## src/rtl/fifo_wr_arbiter.sv

```systemverilog
`default_nettype none
// ============================================================================
// Module      : fifo_wr_arbiter
// Description : Round-robin burst arbiter sharing one FIFO write port among
//               NUM_REQ valid/ready producers, with full back-pressure.
// Revision    : 1.0 - initial release
// ============================================================================
module fifo_wr_arbiter #(
    parameter int NUM_REQ    = 4,
    parameter int DATA_WIDTH = 8,
    parameter int MAX_BURST  = 4
) (
    input  logic                          clk,
    input  logic                          rst_,
    input  logic [NUM_REQ-1:0]            req_valid,
    input  logic [NUM_REQ-1:0]            req_last,
    input  logic [NUM_REQ*DATA_WIDTH-1:0] req_data,
    output logic [NUM_REQ-1:0]            req_ready,
    input  logic                          fifo_full,
    output logic                          fifo_wr_en,
    output logic [DATA_WIDTH-1:0]         fifo_din,
    output logic [$clog2(NUM_REQ)-1:0]    grant_id,
    output logic                          busy
);

    localparam int ID_W  = $clog2(NUM_REQ);
    localparam int CNT_W = $clog2(MAX_BURST + 1);

    localparam logic [0:0] S_IDLE  = 1'b0;
    localparam logic [0:0] S_BURST = 1'b1;

    logic [0:0]            r_state;
    logic [ID_W-1:0]       r_grant_id;
    logic [ID_W-1:0]       r_last_grant;
    logic [CNT_W-1:0]      r_beat_cnt;

    logic [ID_W-1:0]       w_idx;
    logic [ID_W-1:0]       w_winner;
    logic                  w_found;
    logic                  w_xfer;
    logic                  w_burst_end;
    logic [CNT_W-1:0]      w_cnt_inc;
    logic [NUM_REQ-1:0]    w_ready;
    logic [DATA_WIDTH-1:0] w_din;

    // Search starts one past the previous winner so every producer gets a turn.
    always_comb begin
        w_found  = 1'b0;
        w_winner = '0;
        w_idx    = '0;
        for (int k = 1; k <= NUM_REQ; k++) begin
            w_idx = ID_W'((int'(r_last_grant) + k) % NUM_REQ);
            if (!w_found && req_valid[w_idx]) begin
                w_found  = 1'b1;
                w_winner = w_idx;
            end
        end
    end

    assign w_xfer      = (r_state == S_BURST) && req_valid[r_grant_id] && !fifo_full;
    assign w_cnt_inc   = r_beat_cnt + CNT_W'(1);
    assign w_burst_end = req_last[r_grant_id] || (w_cnt_inc == CNT_W'(MAX_BURST));

    // Ready depends only on the lock and full, never on the grantee's valid.
    always_comb begin
        w_ready = '0;
        if ((r_state == S_BURST) && !fifo_full) begin
            w_ready[r_grant_id] = 1'b1;
        end
    end

    assign w_din = w_xfer ? req_data[int'(r_grant_id)*DATA_WIDTH +: DATA_WIDTH] : '0;

    always_ff @(posedge clk or posedge rst_) begin
        if (rst_) begin
            r_state      <= S_IDLE;
            r_grant_id   <= '0;
            r_last_grant <= ID_W'(NUM_REQ - 1);
            r_beat_cnt   <= '0;
        end else begin
            case (r_state)
                S_IDLE: begin
                    if (w_found) begin
                        r_grant_id   <= w_winner;
                        r_last_grant <= w_winner;
                        r_beat_cnt   <= '0;
                        r_state      <= S_BURST;
                    end
                end
                S_BURST: begin
                    if (w_xfer) begin
                        r_beat_cnt <= w_cnt_inc;
                        if (w_burst_end) begin
                            r_state <= S_IDLE;
                        end
                    end
                end
                default: r_state <= S_IDLE;
            endcase
        end
    end

    assign req_ready  = w_ready;
    assign fifo_wr_en = w_xfer;
    assign fifo_din   = w_din;
    assign grant_id   = r_grant_id;
    assign busy       = (r_state == S_BURST);

endmodule
`default_nettype wire

```

## config.mk

```make
export PLATFORM = sky130hd
export DESIGN_NAME = fifo_wr_arbiter
export DESIGN_NICKNAME = d
export VERILOG_FILES = /design/src/rtl/fifo_wr_arbiter.sv
export SDC_FILE = /design/constraint.sdc
export NUM_CORES = 1
export LEC_CHECK = 0
export CAP_MARGIN = 20
export CELL_PAD_IN_SITES_DETAIL_PLACEMENT = 0
export CELL_PAD_IN_SITES_GLOBAL_PLACEMENT = 1
export CORE_MARGIN = 10
export CORE_UTILIZATION = 24
export CTS_CLUSTER_DIAMETER = 150
export DETAILED_ROUTE_END_ITERATION = 16
export GPL_TIMING_DRIVEN = 0
export HOLD_SLACK_MARGIN = 0.15
export MAX_ROUTING_LAYER = met4
export PLACE_DENSITY = 0.91
export RECOVER_POWER = 50
export SETUP_SLACK_MARGIN = 0.15
export SYNTH_ARGS = -nofsm -noshare
export SYNTH_HDL_FRONTEND = slang
export SYNTH_SLANG_ARGS = --single-unit
```

## constraint.sdc

```tcl
create_clock -name clk -period 1.8 [get_ports clk]
set_input_delay 0.36 -clock clk [delete_from_list [all_inputs] [get_ports clk]]
set_output_delay 0.36 -clock clk [all_outputs]
set_load 0.1 [all_outputs]
```

Word level (Yosys, flattened, before mapping):

Index checks and enable logic that the tools add are counted.

* register bits after elaboration: 8
* bits of input ports: 43
* logic and storage cells: 65

* add/subtract/negate cells: 5
* $lt $le $gt $ge: 6
* equality and inequality tests: 3
* shifts and indexed selects: 1
* mux-type cells: 31
* bitwise gates (word level): 1
* reductions and logical operators: 14

Operators with widths (number)
* $shiftx 32x6->8: 1
* $lt 2x3->1 const B: 5
* $mux 1: 14
* $bmux 1 s2: 6
* $mux 2: 4
* $mux 8: 1
* $logic_and 1x1->1: 7
* $mux 3: 2
* $pmux 3 s2: 1
* $add 2x1->2 const B: 2
* $add 2x2->2 const B: 2
* $logic_not 1->1: 4
* $mux 4: 1
* $reduce_and 2->1: 2
* $add 3x1->3 const B: 1
* $eq 3x3->1 const B: 1
* $demux 1 s2: 1
* $ge 2x1->1 const B: 1
* $ne 2x1->1 const B: 1
* $ne 2x2->1 const B: 1
* $pmux 1 s2: 1
* $logic_or 1x1->1: 1
* $not 1->1: 1

Depth between registers and ports, before layout:

Gate-level depths: netlist of run 1.

* depth in word-level cells: 15
* gate-level depth with buffers: 6
* mapped depth without buffers: 5

Worst setup path after synthesis of run 1:

OpenSTA, ideal clock, no wires.

* path type: register -> output
* start: reg r_state (netlist: busy)
* end: out fifo_din[0]
* arrival time: 3.157 ns
* required time: 1.440 ns
* setup slack: -1.717 ns
* cell stages (with the launch flop): 5
* cell sequence: dfrtp_1 -> or3b_4 -> o22a_4 -> buf_6 -> nor2b_1

* word-level cells in the longest chain between the ends: 3

Ends and longest elaborated chain
* start: declaration: RTL line 32 `logic [0:0] r_state;`
* start signal: assignment: RTL line 76 `r_state <= S_IDLE;`
* start signal: assignment: RTL line 87 `r_state <= S_BURST;`
* start signal: assignment: RTL line 94 `r_state <= S_IDLE;`
* $logic_and 1x1->1 (2 in series): RTL line 60 `assign w_xfer = (r_state == S_BURST) && req_valid[r_grant_id] && !fifo_full;`
* $mux 8: RTL line 72 `assign w_din = w_xfer ? req_data[int'(r_grant_id)*DATA_WIDTH +: DATA_WIDTH] : '0;`
* end: declaration: RTL line 21 `output logic [DATA_WIDTH-1:0] fifo_din,`

Every way passes these cells.

Worst setup path after layout of run 1:

* start: reg r_grant_id[0] (netlist: grant_id[0])
* end: out fifo_din[0]

* word-level cells in the longest chain between the ends: 5

Ends and longest elaborated chain
* start: declaration: RTL line 33 `logic [ID_W-1:0] r_grant_id;`
* start signal: assignment: RTL line 84 `r_grant_id <= w_winner;`
* branches (longest 4 deep; another with $shiftx 32x6->8)
* $mux 8 *: RTL line 72

Every way passes the cells marked *. The select of a mux whose other input is x is not followed.

==> results.md, run 1 <==
* Clock Latency Late Sink at 250 ps
* Fin nets at 201
* Clk sinks at 8
* Drt pass-1 iters at 4
* Clock Pin Slew Worst Setup and Hold Paths at 60 ps
* Worst-margin pin slew at 559 ps
* Via count at just over 900
* Final setup fails at 12
* Routed Antenna Nets at 0
* Core Region at 3310 um2
* Area growth syn-to-layout at 126%
* Synth warn at 0
* CP Launch Type: flop
* Critical path, cell by cell: or3b_4 > o22a_4 > buf_12 > nor2b_4 > buf_12
* FF+latch count, synth at 8
* Max_slew headroom at 62.9%
* Peak supply drop at 431 uV
* Syn_nets at 128
* R2R Path Start: grant_id[0]
* Critical path's largest stage delay at 480 ps
* Crit share post-route at 122%
* Pwr/cell area at 1720 nW/um2
* Clock buffer depth at 2
* Initial core utilization at 24.5%
* Internal Pwr Total at roughly 1.5 mW
* Net Sw Power at 1.63 mW
* LEAKAGE at about 0.77 nW
* Final-report max-slew violation count at 0
* First DRT Iteration DRCs at 19
* I/O pin total at approximately 60
* Yosys top cell area share at between 20% and 30%
* Drt via density at between 4 and 5
* Wire per inst at 16.1 um
* Worst EP required at about 1400 ps
* Initial antenna violation count at 0
* CP arrival at 1830 ps
* Unrepaired setup endpoints after global routing: true
* Crit. End Element: primary output
* Fillcell total at roughly 270
* CP max-delay cell: dfrtp_4
* # port buffers at 56
* Reg2Reg Depth at 6
* Reg-to-reg endpoint: r_beat_cnt[2]
* Worst Path Max Fanout at 6
* Worst Skew at 5.06 ps
* Final worst slack at -394 ps
* Endpoints failing hold at 0
* R2R Setup Slk at 50 ps
* Rows at 21
* Combinational fraction of design power at 83.2%
* DRT Wirelength at approximately 3200 um
* Failing checks: setup timing
* Sw frac at 51.8%
* Mean Syn Cell Area at just under 10 um2
* Run status: finished with violations
* CTS tree: done
* Layout cell share with drive strength beyond 1 at 45.2%
* Largest net degree at the start of global routing at 11
* Sequential fraction of design power at between 10% and 20%
* Total GRT Usage at approximately a tenth
* Total Power at approximately 3.2 mW
* Post-synthesis sequential area ratio at between 20% and 30%
* Clock root cell: clkbuf_4
* Most repeated library cell on the critical path: buf_12
* Chip height at 78.2 um
* CP Class: flop to primary output
* Ranking of synthesized cells by area: mux4_2 25%, dfrtp_1 18%, dfstp_2 6.5%
* Synth cell types at 30
* Hold-fix buffers, CTS at 0
* HPWL after detailed placement at 2500 um
* Ant. Diodes at 0
* Max Clk Rate at roughly 460 MHz
* Max Cap Viol at 0
* Gr ovfl total at 0
* Vias in the first global route at 938
* Die area at 6110 um2
* Hold Path Class: input pin to async pin
* Final Wtd Congestion at 0.710
* First-pass GRT wire length at 5040 um
* Final hold slack at a little under 500 ps
* Synthesized area at ~810 um2
* Synth Instances at 83
* Min Tclk post-route at 2190 ps
* H-tree levels at 1
* CTS Buf Count at 3
* Post-synth top area cell: mux4_2
* Die width at 78.2 um
* DRC violations left at 0
* Clk pwr share at 4.7%
==> cell usage after synthesis <==
cell type	count
nor3b_1	1
mux4_2	9
a21oi_1	2
nand3b_1	1
nand2_1	2
or3b_4	1
o21ai_1	2
or2_2	1
dfstp_2	2
and2b_1	3
clkbuf_1	2
o22ai_1	2
buf_6	1
buf_1	1
inv_1	9
ha_1	2
buf_2	1
o21ai_0	3
o31ai_1	1
nor2b_1	5
buf_4	1
a221oi_1	2
o22a_4	1
mux2i_1	4
nor4_1	1
xor2_1	1
nand3_1	2
nor2_1	11
a21o_1	3
dfrtp_1	6
==> layout by cell type (no fill, tap or decap), types with 2 or more instances in the layout <==
cell type and n:
a221oi_1 2, mux4_2 9, mux2i_1 4, dfrtp_4 3
nand3_1 2, o21ai_1 2, and2b_4 3, o21ai_0 3
nand2_1 2, clkbuf_1 3, buf_4 10, nor2b_4 5
dfrtp_1 3, inv_1 7, dfstp_2 2, ha_1 2
buf_12 15, clkbuf_4 3, buf_6 4, clkdlybuf4s50_1 37
o22ai_1 2, nor2_1 6, a21o_1 3, nor2_4 5
==> logic make-up after synthesis <==
group | synth area share [%]
compound gates | 13.9
xor+xnor | 1.08
fa+ha+maj | 3.08
buf+inv | 8.47
flops | 25.0
mux | 29.9
simple gates | 18.6
==> worst max-delay path: cells and delay by family (launching register included) <==
family                 cells  cell delay (ps)
AOI/OAI and AO/OA          1              240
buffers and inverters      2              340
DFF                        1              480
and+or+nand+nor            2              520
==> power groups by stage <==
stage	sequential [mW]	clock, mW	combinational, mW
after global routing	0.395	0.159	2.74
after global placement	0.381	0	2.11
final	0.382	0.149	2.62
after detailed placement	0.391	0	2.14
after CTS	0.380	0.152	2.55
after floorplan	0.582	0	1.49
==> final cells by class <==
cell class | instances | area [um2] | share of cell area (%)
inverter | 9 | 37.5 | 2.04
buffer | 6 | 70.1 | 3.82
clock buffer | 4 | 26.3 | 1.43
multi-input combinational | 60 | 644 | 35.1
sequential | 8 | 214 | 11.7
timing repair buffer | 68 | 786 | 42.8
tap | 46 | 57.6 | 3.14
==> state kept, by name (all words and copies together), names as in the netlist <==
signal / flops
grant_id: 2
busy: 1
r_beat_cnt: 3
r_last_grant: 2
==> per-layer routing <==
metal / GRT usage (%) / wire, um / part of all wire [%]
met1: 10.6 / 1210 / 38
met3: 3.19 / 177 / 5.5
met5: - / 0 / 0
met4: 1.61 / 7 / 0.22
met2: 19.8 / 1840 / 57
==> what timing repair did <==
| action | 4_1_cts | 5_1_grt |
|---|---|---|
| endpoints found under the setup margin | 19 | 18 |
| pin swaps | 3 | 5 |
| buffers inserted | 8 | 4 |
| resized for setup | 134 | 8 |
==> worst max-delay path by stage <==
| stage | from | end | slack (ps) | cells past startpoint |
|---|---|---|---|---|
| after floorplan | busy | fifo_din[0] | -520 | 4 |
| after global placement | fifo_full | fifo_din[3] | -1440 | 6 |
| after detailed placement | fifo_full | fifo_din[3] | -1490 | 6 |
| after CTS | grant_id[0] | fifo_din[3] | -440 | 5 |
| after global routing | grant_id[0] | fifo_din[0] | -440 | 5 |
| final | grant_id[0] | fifo_din[0] | -390 | 5 |
==> metrics by stage <==
step | util (%) | area, um2 | setup TNS, ps | std cells | setup slack, ps
CTS | 53.7 | 1780 | -4020 | 197 | -436
detailed placement | 46.3 | 1530 | -17680 | 185 | -1490
global route | 55.4 | 1840 | -4350 | 201 | -439
floorplan | - | 915 | -4450 | 83 | -523
finish | 55.4 | 1840 | -3820 | 201 | -394
global placement | 46.3 | 1530 | -17180 | 185 | -1440
(Power assumes the default switching activity.)
==> run 2, diff against run 1 <==
==> constraint.sdc (replaced) <==
create_clock -name clk -period 1.8 [get_ports clk]
set_input_delay 0.36 -clock clk [delete_from_list [all_inputs] [get_ports clk]]
set_output_delay 0.36 -clock clk [all_outputs]
set_load 0.02 [all_outputs]
==> results.md, run 2 (same netlist as run 1, synthesis figures left out) <==
* Max Cap Viol at 0
* Peak supply drop at roughly 320 uV
* First DRT Iteration DRCs at 21
* CP Class: input pin to primary output
* Clock root cell: clkbuf_4
* HPWL after detailed placement at 2560 um
* Routed Antenna Nets at 0
* CTS Buf Count at 3
* Hold-fix buffers, CTS at 0
* Failing checks: setup timing
* Sequential fraction of design power at between 15 and 20%
* Top reg by flops: r_beat_cnt
* Net Sw Power at 0.871 mW
* Internal Pwr Total at 1.28 mW
* Final worst slack at -268 ps
* Rows at 21
* Die width at 78.2 um
* Hold Path Class: input pin to async pin
* Fillcell total at 311
* Min Tclk post-route at 2070 ps
* Max Clk Rate at 484 MHz
* Most common cell after layout, fill and taps aside: clkdlybuf4s50_1
* Crit. End Element: primary output
* Run status: finished with violations
* Clock Latency Late Sink at between 200 and 300 ps
* Fin util at about 51%
* Inst Count DP at 185
* Gr ovfl total at 0
* Vias in the first global route at between 900 and 1000
* CP Launch Type: input pin
* Worst Skew at 2.64 ps
* Worst EP required at 1440 ps
* Wire per inst at 16.4 um
* Via count at 922
* Clock buffer depth at 2
* Max_slew headroom at 72.9%
* Initial core utilization at approximately 25%
* Drt via density at between 4 and 5
* Crit share post-route at 115%
* Design Area, Final at 1670 um2
* H-tree levels at 1
* DRC violations left at 0
* Area growth syn-to-layout at 106%
* Clk sinks at 8
* Chip height at 78.2 um
* Die area at 6110 um2
* Drt pass-1 iters at 4
* First-pass GRT wire length at between 4000 and 5000 um
* Pwr/cell area at 1290 nW/um2
* Endpoints failing hold at 0
* Unrepaired setup endpoints after global routing: true
* Layout cell share with drive strength beyond 1 at 39.2%
* LEAKAGE at 0.739 nW
* Non-Filler Instances at 199
* Core Region at 3310 um2
* Placed Area at 1470 um2
* CP arrival at 1710 ps
* Worst Path Max Fanout at 6
* Max reg flops at 3
* Total GRT Usage at 9.88%
* CTS tree: done
* Clock Pin Slew Worst Setup and Hold Paths at 60 ps
* Total Power at ~2.2 mW
* Most frequent cells in the layout: 39 x clkdlybuf4s50_1, 15 x buf_6, 9 x mux4_2
* Final Wtd Congestion at 0.728
* Combinational fraction of design power at between 70% and 80%
* Setup tns final at -2280 ps
* Fin nets at 199
* Initial antenna violation count at 0
* Final setup fails at 11
* I/O pin total at 59
* Sw frac at 40.4%
* Final-report max-slew violation count at 0
* Largest net degree at the start of global routing at 11
* Worst-margin pin slew at 406 ps
* Clk pwr share at 7.2%
* Ant. Diodes at 0
* DRT Wirelength at approximately 3300 um
* # port buffers at 56
==> run 2: metrics by stage <==
step,worst slack (ps),hold WS [ps]
after floorplan,57.3,174
after global placement,-861,496
after detailed placement,-882,506
after CTS,-314,353
after global routing,-339,500
final,-268,490
==> run 2: what timing repair did <==
action                     in CTS  in global routing
setup endpoints to repair      14                 18
pin swaps                       2                  5
gates cloned                    0                  0
resized for setup              84                 20
buffers inserted                3                  7
==> run 2: critical path, stage by stage <==
cell	delay [ps]
clkdlybuf4s50_1	570
mux2i_1	120
o22a_4	270
buf_12	160
nor2b_4	110
buf_6	120
==> run 2: routing by layer <==
| layer | track usage (%) | vias up | wire length, um |
|---|---|---|---|
| li1 | - | 441 | - |
| met1 | 11.9 | 426 | 1500 |
| met2 | 15.3 | 51 | 1490 |
| met3 | 3.53 | 4 | 267 |
| met4 | 2.69 | 0 | 15 |
| met5 | - | - | 0 |
==> run 2: power by group through the flow <==
stage                     Combinational (mW)  Sequential [mW]  Clock [mW]
after floorplan                        0.843            0.385           0
after global placement                  1.30            0.363           0
after detailed placement                1.32            0.373           0
after CTS                               1.45            0.372       0.157
after global routing                    1.74            0.385       0.165
final                                   1.63            0.374       0.154
==> run 2: path summary, 6_finish.rpt <==
kind                       slack, ps               to             from  depth (start not counted)
max in group asynchronous       1020  r_last_grant[1]             rst_                          2
min in group clk                 530  r_last_grant[0]  r_last_grant[0]                          2
hold reg to reg                  530  r_last_grant[0]  r_last_grant[0]                          2
setup reg to reg                  80    r_beat_cnt[0]      grant_id[0]                          7
setup / recovery                -270      fifo_din[4]     req_valid[0]                          6
hold / removal                   490             busy             rst_                          2
==> run 2: cell type report <==
class | count | area [um2] | share of cell area [%]
multi-input cells | 60 | 623 | 37.2
flip-flops and latches | 8 | 205 | 12.3
repair buffers | 66 | 657 | 39.3
clock buffers | 4 | 26.3 | 1.57
well taps | 46 | 57.6 | 3.44
plain buffers | 6 | 65.1 | 3.89
inverters | 9 | 38.8 | 2.32
